File: src/rtl/parallel_unloader_pkg.sv
// Shared constants, FSM encoding and length clamp for the byte-wise loader/unloader pair.
package parallel_unloader_pkg;

  localparam int PU_NUM_BYTES = 15;
  localparam int PU_IDX_W     = 4;
  localparam int BYTE_W       = 8;
  localparam int WORD_W       = BYTE_W * PU_NUM_BYTES;

  typedef enum logic [1:0] {
    IDLE = 2'd0,
    SEND = 2'd1,
    FIN  = 2'd2
  } state_e;

  // Requested byte count saturates at the word size.
  function automatic int clamp_len(input int len, input int max_len);
    return (len > max_len) ? max_len : len;
  endfunction

endpackage

File: src/rtl/byte_lane_mux.sv
// Selects byte idx_i of the shadow word; out-of-range indices read as zero.
module byte_lane_mux
  import parallel_unloader_pkg::*;
#(
  parameter int NUM_BYTES = PU_NUM_BYTES,
  parameter int IDX_W     = PU_IDX_W
) (
  input  logic [BYTE_W*NUM_BYTES-1:0] shadow_i,
  input  logic [IDX_W-1:0]            idx_i,
  output logic [BYTE_W-1:0]           data_o
);

  always_comb begin
    data_o = '0;
    for (int i = 0; i < NUM_BYTES; i++) begin
      if (idx_i == IDX_W'(i)) data_o = shadow_i[BYTE_W*i +: BYTE_W];
    end
  end

endmodule

File: src/rtl/parallel_unloader.sv
// Shadows a wide word on start and streams it LSB byte first with its byte index.
// First byte is valid the cycle after start; a byte holds stable while data_ready is low.
module parallel_unloader
  import parallel_unloader_pkg::*;
#(
  parameter int NUM_BYTES = PU_NUM_BYTES,
  parameter int IDX_W     = PU_IDX_W
) (
  input  logic                        mclk,
  input  logic                        reset,
  input  logic [BYTE_W*NUM_BYTES-1:0] bus_in,
  input  logic                        start,
  input  logic [IDX_W-1:0]            len,
  output logic [BYTE_W-1:0]           data_out,
  output logic                        data_valid,
  input  logic                        data_ready,
  output logic [IDX_W-1:0]            byte_idx,
  output logic                        busy,
  output logic                        done
);

  state_e                      state_q, state_d;
  logic [BYTE_W*NUM_BYTES-1:0] shadow_q, shadow_d;
  logic [IDX_W-1:0]            idx_q, idx_d;
  logic [IDX_W-1:0]            cnt_q, cnt_d;
  logic [BYTE_W-1:0]           lane_byte;

  always_ff @(posedge mclk or negedge reset) begin
    if (!reset) begin
      state_q  <= IDLE;
      shadow_q <= '0;
      idx_q    <= '0;
      cnt_q    <= '0;
    end else begin
      state_q  <= state_d;
      shadow_q <= shadow_d;
      idx_q    <= idx_d;
      cnt_q    <= cnt_d;
    end
  end

  always_comb begin
    state_d  = state_q;
    shadow_d = shadow_q;
    idx_d    = idx_q;
    cnt_d    = cnt_q;
    case (state_q)
      IDLE: begin
        if (start) begin
          shadow_d = bus_in;
          cnt_d    = IDX_W'(clamp_len(int'(len), NUM_BYTES));
          idx_d    = '0;
          state_d  = (cnt_d != '0) ? SEND : FIN;
        end
      end
      SEND: begin
        if (data_ready) begin
          if (idx_q == cnt_q - 1'b1) state_d = FIN;
          else                       idx_d   = idx_q + 1'b1;
        end
      end
      FIN:     state_d = IDLE;
      default: state_d = IDLE;
    endcase
  end

  byte_lane_mux #(
    .NUM_BYTES (NUM_BYTES),
    .IDX_W     (IDX_W)
  ) u_byte_lane_mux (
    .shadow_i (shadow_q),
    .idx_i    (idx_q),
    .data_o   (lane_byte)
  );

  assign data_valid = (state_q == SEND);
  assign done       = (state_q == FIN);
  assign data_out   = data_valid ? lane_byte : '0;
  assign byte_idx   = data_valid ? idx_q : '0;
  // busy covers the accepting cycle too; the reset term drops it asynchronously.
  assign busy       = data_valid | ((state_q == IDLE) & start & reset);

endmodule

File: config.mk
export PLATFORM = sky130hd
export DESIGN_NAME = parallel_unloader
export DESIGN_NICKNAME = d
export VERILOG_FILES = /design/src/rtl/parallel_unloader_pkg.sv /design/src/rtl/byte_lane_mux.sv /design/src/rtl/parallel_unloader.sv
export SDC_FILE = /design/constraint.sdc
export NUM_CORES = 1
export LEC_CHECK = 0
export CORE_ASPECT_RATIO = 1.25
export CORE_UTILIZATION = 50
export DETAILED_ROUTE_END_ITERATION = 7
export PLACE_DENSITY = 0.79
export SLEW_MARGIN = 5
export SYNTH_ARGS = -nofsm -noshare
export SYNTH_HDL_FRONTEND = slang
export SYNTH_HIERARCHICAL = 1
export SYNTH_SLANG_ARGS = --single-unit
File: constraint.sdc
create_clock -name mclk -period 2.8 [get_ports mclk]
set_input_delay 0.7 -clock mclk [delete_from_list [all_inputs] [get_ports mclk]]
set_output_delay 0.7 -clock mclk [all_outputs]
set_load 0.02 [all_outputs]
==> impl_metrics.ini <==
[status]
status = finished, violations left
violations = setup timing

[floorplan]
start_util_pct = 51.4
core-area_um2 = 12700
die_area_um2 = 13500
die_h_um = 130
row_count = 46
boundaryPins = 143
die_width_um = 104

[route]
drtAntennaViolNets = 0
via_per_inst = 5.78
firstDrtPassIters = 5
drcViolationCount = 0
post_drt_wl_per_cell_um = 21.1
vias = 5214
routed_wirelength_um = 19000
drt-initial-drc-count = 403

[timing]
setup_ws_ns = -0.216
setup_viol = 8
rsz0062_at_grt = yes
worst_pin_slew_ns = 0.683
max_slew_margin_pct = 54.5
min_period_ns = 3.02
slew_viol_final = 0
hold_viol_final = 0
finClkSkew_ns = 0.00849
max_freq_mhz = 332
min_period_over_period_pct = 108

[synth]
syn_area_per_cell_um2 = 12.3
ys_types = 55
synth-seq-cells = 130
synthCells = 528
synth_nets = 658
synth_commonest_cells = mux2_2 (132), dfrtp_1 (130), buf_2 (25), o21ai_0 (25), a21oi_1 (17)
yosysSeqAreaShare_pct = 50.0
async_reset_ff_share_pct = 100
synth_edf_count = 0
yosysTopAreaCellShare_pct = 50.0
yosysTopAreaCell = dfrtp_1
netlist_area_um2 = 6500
yosys-top-cells-area = dfrtp_1 (50%), mux2_2 (23%), buf_2 (1.9%), o21ai_0 (1.9%), mux4_2 (1.7%)
ys.flop_type = dfrtp_1
ys_warn_count = 6
synth_most_common_cell = mux2_2

[place]
dp_hpwl_um = 13100
gp_congestion = 0.951
place_inst = 856
io_buffers = 142
place_area_um2 = 8390

[layout]
register_area_um2 = 3260
fin_nets = 851
syn2layout_area_growth_pct = 45.6
final_cells = 902
fill_cells = 824
multi_input_area_um2 = 3230
antenna_cells = 0
drive_above_1_share_pct = 41.6
final_area_um2 = 9470

[grt]
grt_overflow = 0
grt_pass1_wl_um = 28900
track_usage_pct = 28.5
grt_pass1_vias = 5424
antenna_found_initial = 0
grt_max_degree = 131

[power_and_ir_drop]
p_total_mw = 11.8
p_leak_nw = 3.94
power.density_nw_per_um2 = 1250
vdd_drop_max_mv = 0.795

[worst_setup_path]
crit_type = flip-flop to primary output
start_kind = flip-flop
cp_max_fo = 7
required_ns = 2.10
cp-end-kind = primary output
crit_arrival_ns = 2.32
rr_worst_depth = 7

[flow_run]
max_cap_violations = 0

[clock_tree]
clk_pin_slew_ns = 0.06
holdBufCountCts = 0
cts_tree = yes
clock-root-buffer = clkbuf_16
cts_sinks = 130
cts_buffer_depth = 2
cts_made_buffers = 17
htree_num_levels = 4
clock_latency_ns = 0.41

[hold_path]
min_path_type = primary input to async pin
==> repair_timing <==
| action | in CTS | in global routing |
|---|---|---|
| pin swaps | 18 | 22 |
| cloned | 2 | 0 |
| endpoints found under the setup margin | 10 | 11 |
| gates resized for setup | 87 | 50 |
| buffers inserted | 2 | 12 |
==> logic make-up after synthesis <==
family                     synth area share, %
AOI/OAI and AO/OA                         10.6
xor gates and xnor gates                 0.923
adders and majority gates                0.385
buffers and inverters                     4.12
DFF                                       50.0
muxes                                     26.0
and+or+nand+nor                           7.93
==> flip-flops by register name (all words and copies together), names as in the netlist <==
| signal | cells |
|---|---|
| state_q | 2 |
| cnt_q | 4 |
| idx_q | 4 |
| shadow_q | 120 |
==> layout by cell type (no fill, tap or decap), types with 5 or more instances in the layout <==
master,instances
mux2i_1,8
nor2_1,13
buf_6,17
mux2_2,132
o21ai_2,6
nand2_1,14
o22ai_1,6
buf_12,5
a211oi_2,6
inv_1,9
o21ai_1,7
nor2b_1,5
clkbuf_16,17
buf_4,56
o21ai_0,14
a21oi_1,14
nand2b_1,5
mux4_2,5
and2_4,6
nand3_1,8
dfrtp_1,126
and2_1,7
nor3_1,10
clkdlybuf4s50_1,128
==> final cells by class <==
class                   count  share of cell area, %
repair buffers            213                   22.0
clock buffers              21                   4.97
inverters                  10                  0.423
well taps                 168                   2.22
flip-flops and latches    130                   34.4
multi-input cells         349                   34.1
clock inverters            11                   1.86
==> worst max-delay path, stage by stage (launching register included) <==
cell	delay, ns
dfrtp_2	0.45
buf_12	0.16
mux4_2	0.51
o211ai_1	0.35
a32oi_1	0.15
and2_1	0.16
buf_6	0.13
==> power breakdown <==
part           internal [mW]  leakage [nW]  switching [mW]  total [mW]
combinational           3.15          2.09            2.72        5.87
clock                   1.57         0.314           0.829        2.40
sequential              2.85          1.54           0.726        3.57
total                   7.57          3.94            4.27        11.8
==> worst paths after layout <==
path	end	start	slack, ns
max	data_out[6]	idx_q[0]	-0.22
min	shadow_q[102]	reset	0.44
max reg2reg	idx_q[0]	idx_q[2]	0.48
min reg2reg	shadow_q[45]	shadow_q[45]	0.50
max in group asynchronous	idx_q[2]	reset	1.82
min in group mclk	shadow_q[45]	shadow_q[45]	0.50
==> metrics by stage <==
stage / utilization [%] / setup slack (ns) / hold WS (ns) / setup TNS, ns
2_1_floorplan: - / 0.342 / 0.404 / 0
3_3_place_gp: 66.3 / -0.224 / 0.486 / -1.37
3_5_place_dp: 66.3 / -0.271 / 0.495 / -1.49
4_1_cts: 73.1 / -0.210 / 0.473 / -1.45
5_1_grt: 74.8 / -0.254 / 0.499 / -1.70
6_report: 74.8 / -0.216 / 0.437 / -1.28
==> layer usage <==
metal	GRT usage (%)	wire length (um)
met4	15.5	706
met3	4.53	952
met5	0	0
met1	32.5	7170
met2	51.5	10200
(Power assumes the default switching activity.)
==> edit 1: new RTL, same flow settings <==
Re-encode `state_e` (3 states) as one-hot, 3 bits wide.
--- a/src/rtl/parallel_unloader_pkg.sv
+++ b/src/rtl/parallel_unloader_pkg.sv
@@ -6,10 +6,10 @@
   localparam int BYTE_W       = 8;
   localparam int WORD_W       = BYTE_W * PU_NUM_BYTES;
 
-  typedef enum logic [1:0] {
-    IDLE = 2'd0,
-    SEND = 2'd1,
-    FIN  = 2'd2
+  typedef enum logic [2:0] {
+    IDLE = 3'b001,
+    SEND = 3'b010,
+    FIN  = 3'b100
   } state_e;
 
   // Requested byte count saturates at the word size.
Formal check against the unedited RTL: no difference found for any inputs over 10 cycles, from zero or initial values and one cycle with reset low; not proved beyond that.
==> edit 1 against the unedited design <==
Global-route usage increased by 0.62 points; synthesized area increased by 0.17%; maximum frequency increased by 0.39%; setup slack improved by 12 ps; largest cell class unchanged; design area decreased by 0.45%; routed wire length decreased by 1.2%; non-clock buffer count increased by 2; critical endpoint is now data_out[0]; clock skew about the same; synthesized cell count increased by 0.38%; count of clock-buffer cells in the layout unchanged; total power decreased by 20%; the flow still finishes with violations (negative setup slack); first-iteration DRC count decreased by 31%; sequential cell count increased by 1.
==> edit 1: results (changes against the unedited design) <==
Parameter                              Value

Run status
  Run status ... finished with violations
  Failing checks ... negative setup slack

Placement
  HPWL after DPL ... 13.4 mm (+2.5%)

Logic synthesis
  Main area contributors after synthesis ... sky130_fd_sc_hd__dfrtp_1 (50%), sky130_fd_sc_hd__mux2_2 (23%), sky130_fd_sc_hd__o21ai_0 (2.2%), sky130_fd_sc_hd__buf_4 (1.7%), sky130_fd_sc_hd__mux4_2 (1.7%)
  Cells after synthesis ... 530 (+0.38%)
  Leading post-synthesis cells by instance count ... sky130_fd_sc_hd__mux2_2 (132), sky130_fd_sc_hd__dfrtp_1 (130), sky130_fd_sc_hd__o21ai_0 (28)
  Compound-cell area share of the yosys netlist ... 10.3% (-0.31 points)
  Synthesized netlist net count ... 660 (+0.30%)
  Portion of netlist area occupied by mux cells ... 25.8% (-0.28 points)
  Part of the Yosys area used for sequential elements ... 50.3% (+0.32 points)
  Number of distinct library cells after synthesis ... 52 (-5.5%)

Timing
  Slew of the pin with the lowest slew margin ... 740 ps (+56.8 ps)
  Setup clock skew after layout ... 8.24 ps (-0.250 ps)
  Count of endpoints failing setup in the final report ... 8 (unchanged)
  Post-route worst setup slack ... -204 ps (+11.7 ps)

Layout
  Non-clock buffering overhead ... 22.3% (+0.31 points)
  Count of non-filler cells in the finished layout ... 908 (+0.67%)
  Fraction of layout instances using a drive strength above 1 ... 40.3% (-1.3 points)

Setup path
  Cell type of the slowest stage on the worst timing path ... sky130_fd_sc_hd__dfrtp_2
  Internal reg-to-reg setup slack ... 610 ps (+130 ps)
  Number of cells traversed by the worst register-to-register path ... 5 (-2)
  Dominant delay contributor by cell family on the critical path ... simple AND/OR/NAND/NOR gates
  Reg-to-reg startpoint ... state_q[0]

Power
  Clock power share ... 23.2% (+2.9 points)
  Clock group total power ... 2.19 mW (-8.7%)
  Power drawn by the combinational cells ... 3.72 mW (-37%)

Global route
  Largest net degree at the start of global routing ... 132 (+0.76%)
  Aggregate global-route resource usage ... 29.1% (+0.62 points)
## edit 1: cell types whose count changed after synthesis, moves of 2 or more
cell                       change
sky130_fd_sc_hd__buf_4        +11
sky130_fd_sc_hd__buf_2         -9
sky130_fd_sc_hd__buf_6         -3
sky130_fd_sc_hd__nand3b_1      +3
sky130_fd_sc_hd__nor3b_1       +3
sky130_fd_sc_hd__o21ai_0       +3
sky130_fd_sc_hd__inv_1         -2
## edit 1: worst max-delay path by stage
| stage | start | endpoint | cells after the start |
|---|---|---|---|
| after floorplan | idx_q[0] | data_out[5] | 8 |
| after global placement | idx_q[0] | data_out[1] | 8 |
| after detailed placement | idx_q[1] | data_out[5] | 8 |
| after CTS | idx_q[0] | data_out[6] | 7 |
| after global routing | idx_q[0] | data_out[0] | 9 |
| final | idx_q[0] | data_out[0] | 9 |
## edit 1: timing repair
action                     CTS  global route
pin swaps                   19            11
buffers inserted             7             4
cloned                       3             0
setup endpoints to repair   13             9
resized for setup          104            18
## edit 1: per-stage QoR
| step | setup TNS (ps) | hold slack (ps) | area, sq um |
|---|---|---|---|
| CTS | -1510 | 467 | 9350 |
| floorplan | 0 | 404 | 6520 |
| global placement | -1430 | 484 | 8460 |
| detailed placement | -1970 | 491 | 8460 |
| global route | -1900 | 497 | 9430 |
| finish | -1270 | 398 | 9430 |
## edit 1: per-layer routing
layer / wire, um / vias to the layer above / GRT usage, %
met5: 0 / - / 0
met4: 701 / 0 / 13.6
met3: 921 / 49 / 5.68
met2: 9890 / 201 / 52.0
met1: 7300 / 2646 / 33.9
li1: - / 2339 / -
## edit 1: worst register-to-register path, delay by kind of cell (launching register included)
family,cells,cell delay [ps]
buf+inv,2,790
flops,1,580
mux,1,430
simple gates,2,260
==> edit 2: new RTL, same settings <==
Made on the original files. Change the package constant `BYTE_W` from 8 to 9.
--- a/src/rtl/parallel_unloader_pkg.sv
+++ b/src/rtl/parallel_unloader_pkg.sv
@@ -3,7 +3,7 @@
 
   localparam int PU_NUM_BYTES = 15;
   localparam int PU_IDX_W     = 4;
-  localparam int BYTE_W       = 8;
+  localparam int BYTE_W       = 9;
   localparam int WORD_W       = BYTE_W * PU_NUM_BYTES;
 
   typedef enum logic [1:0] {
Interface: changed (resized bus_in and data_out); port bits go from 143 to 159. No check against the original RTL was run, so the function may have changed too.
==> edit 2 against the unedited design <==
Total power grew 3.1%; sequential cell count is 15 higher; design area is 9.9% higher; clock skew decreased by 0.68 ps; the run still ends with negative setup slack left; sequential power is 7.0% higher; clock power fell by 7%; setup slack better by 4.3 ps; routed wire length is 11% higher; synthesized area is 11% higher; largest power group unchanged; die area grew 11%.
==> edit 2: results (changes against the unedited design) <==
Parameter                              Value

Run status
  Run status ... finished with violations
  Failing checks ... negative setup slack

Logic synthesis
  Number of distinct library cells after synthesis ... 65 (+18%)
  Main area contributors after synthesis ... sky130_fd_sc_hd__dfrtp_1 (50%), sky130_fd_sc_hd__nand2_1 (22%), sky130_fd_sc_hd__mux2i_1 (2.5%), sky130_fd_sc_hd__mux4_2 (1.9%), sky130_fd_sc_hd__o21ai_0 (1.5%)
  Average cell area after synthesis ... 8.48 sq um (-31%)
  Synthesized netlist net count ... 998 (+52%)
  Part of the Yosys area used for sequential elements ... 50.2% (+0.15 points)

Global route
  Largest net degree at the start of global routing ... 144 (+9.9%)
  M1 GR Usage ... 35.1% (+2.6 points)
  Aggregate global-route resource usage ... 29.7% (+1.2 points)
  Number of global-route vias before repair ... 6592 (+22%)
  Number of antenna violations at the first check in global routing ... 1 (+1)
  Global routing met2 resource utilization ... 51.2% (-0.27 points)

Route
  Wire per inst ... 16.9 um (-20%)
  Vias ... 6671 (+28%)

Setup path
  Internal reg-to-reg setup slack ... 520 ps (+40 ps)

Layout
  Registers with the most flip-flops ... shadow_q x135, cnt_q x4, idx_q x4
  Fraction of layout instances using a drive strength above 1 ... 19.5% (-22 points)

Placement
  HPWL after DPL ... 14.7 mm (+13%)
  Instance area at placement ... 9360 sq um (+12%)
  Routability congestion estimate ... 0.963 (+1.3%)
  Number of buffer cells added on primary ports ... 158 (+11%)

Timing
  Post-route worst setup slack ... -212 ps (+4.34 ps)
  Slew of the pin with the lowest slew margin ... 980 ps (+296 ps)
  Count of endpoints failing setup in the final report ... 9 (+1)
  Setup clock skew after layout ... 7.81 ps (-0.682 ps)

Power
  Peak VDD IR ... 974 uV (+22%)
==> edit 2: worst max-delay path, stage by stage, from the launching register on <==
cell	delay, ps
sky130_fd_sc_hd__dfrtp_2	480
sky130_fd_sc_hd__buf_12	160
sky130_fd_sc_hd__buf_4	130
sky130_fd_sc_hd__mux2_2	340
sky130_fd_sc_hd__o221ai_2	220
sky130_fd_sc_hd__o21ai_2	110
sky130_fd_sc_hd__a22o_1	200
sky130_fd_sc_hd__and2_4	140
sky130_fd_sc_hd__buf_6	120
==> edit 2: cells by family (layout without fill, tap and decap cells) <==
family | Yosys count | count (layout) | synth area share (%)
muxes | 32 | 32 | 5.97
DFF | 145 | 145 | 50.2
xor gates and xnor gates | 5 | 5 | 0.813
and+or+nand+nor | 498 | 498 | 27.6
AOI/OAI and AO/OA | 106 | 106 | 10.1
buffers and inverters | 65 | 283 | 5.02
adders and majority gates | 2 | 2 | 0.346
==> edit 2: layout make-up <==
| cell class | count | area share, % |
|---|---|---|
| Sequential cell | 145 | 34.9 |
| Multi-Input combinational cell | 643 | 33.7 |
| Timing Repair Buffer | 240 | 23.2 |
| Clock buffer | 20 | 4.39 |
| Tap cell | 175 | 2.10 |
| Clock inverter | 12 | 1.27 |
| Inverter | 11 | 0.433 |
==> edit 2: per-stage QoR <==
stage | hold WS (ps) | power [mW] | setup WS, ps
after floorplan | 404 | 6.85 | 393
after global placement | 452 | 8.95 | -317
after detailed placement | 460 | 9.06 | -272
after CTS | 474 | 11.8 | -214
after global routing | 496 | 12.9 | -289
final | 453 | 12.2 | -212
==> edit 2: repair_timing <==
item | in CTS | in global routing
pin swaps | 19 | 27
resized for setup | 95 | 36
setup endpoints to repair | 9 | 11
hold endpoints to repair | 0 | 0
buffers inserted | 6 | 4
cloned | 1 | 2
==> edit 2: worst max path at each step <==
stage | from | end | cells past startpoint
after floorplan | idx_q[0] | data_out[4] | 8
after global placement | idx_q[0] | data_out[0] | 9
after detailed placement | idx_q[0] | data_out[0] | 9
after CTS | idx_q[0] | data_out[0] | 9
after global routing | idx_q[0] | data_out[7] | 8
final | idx_q[0] | data_out[0] | 8
==> edit 2: report_power, final <==
group / internal [mW] / leakage (nW) / switching [mW]
sequential: 3.07 / 1.80 / 0.745
clock: 1.36 / 0.282 / 0.874
combinational: 3.10 / 3.01 / 3.07
==> edit 2: layer usage <==
| metal | part of all wire [%] | up-vias | routed length, um |
|---|---|---|---|
| li1 | - | 3192 | - |
| met1 | 39 | 3192 | 8230 |
| met2 | 52 | 238 | 11000 |
| met3 | 5.3 | 47 | 1120 |
| met4 | 3.5 | 2 | 728 |
| met5 | 0.043 | - | 9 |
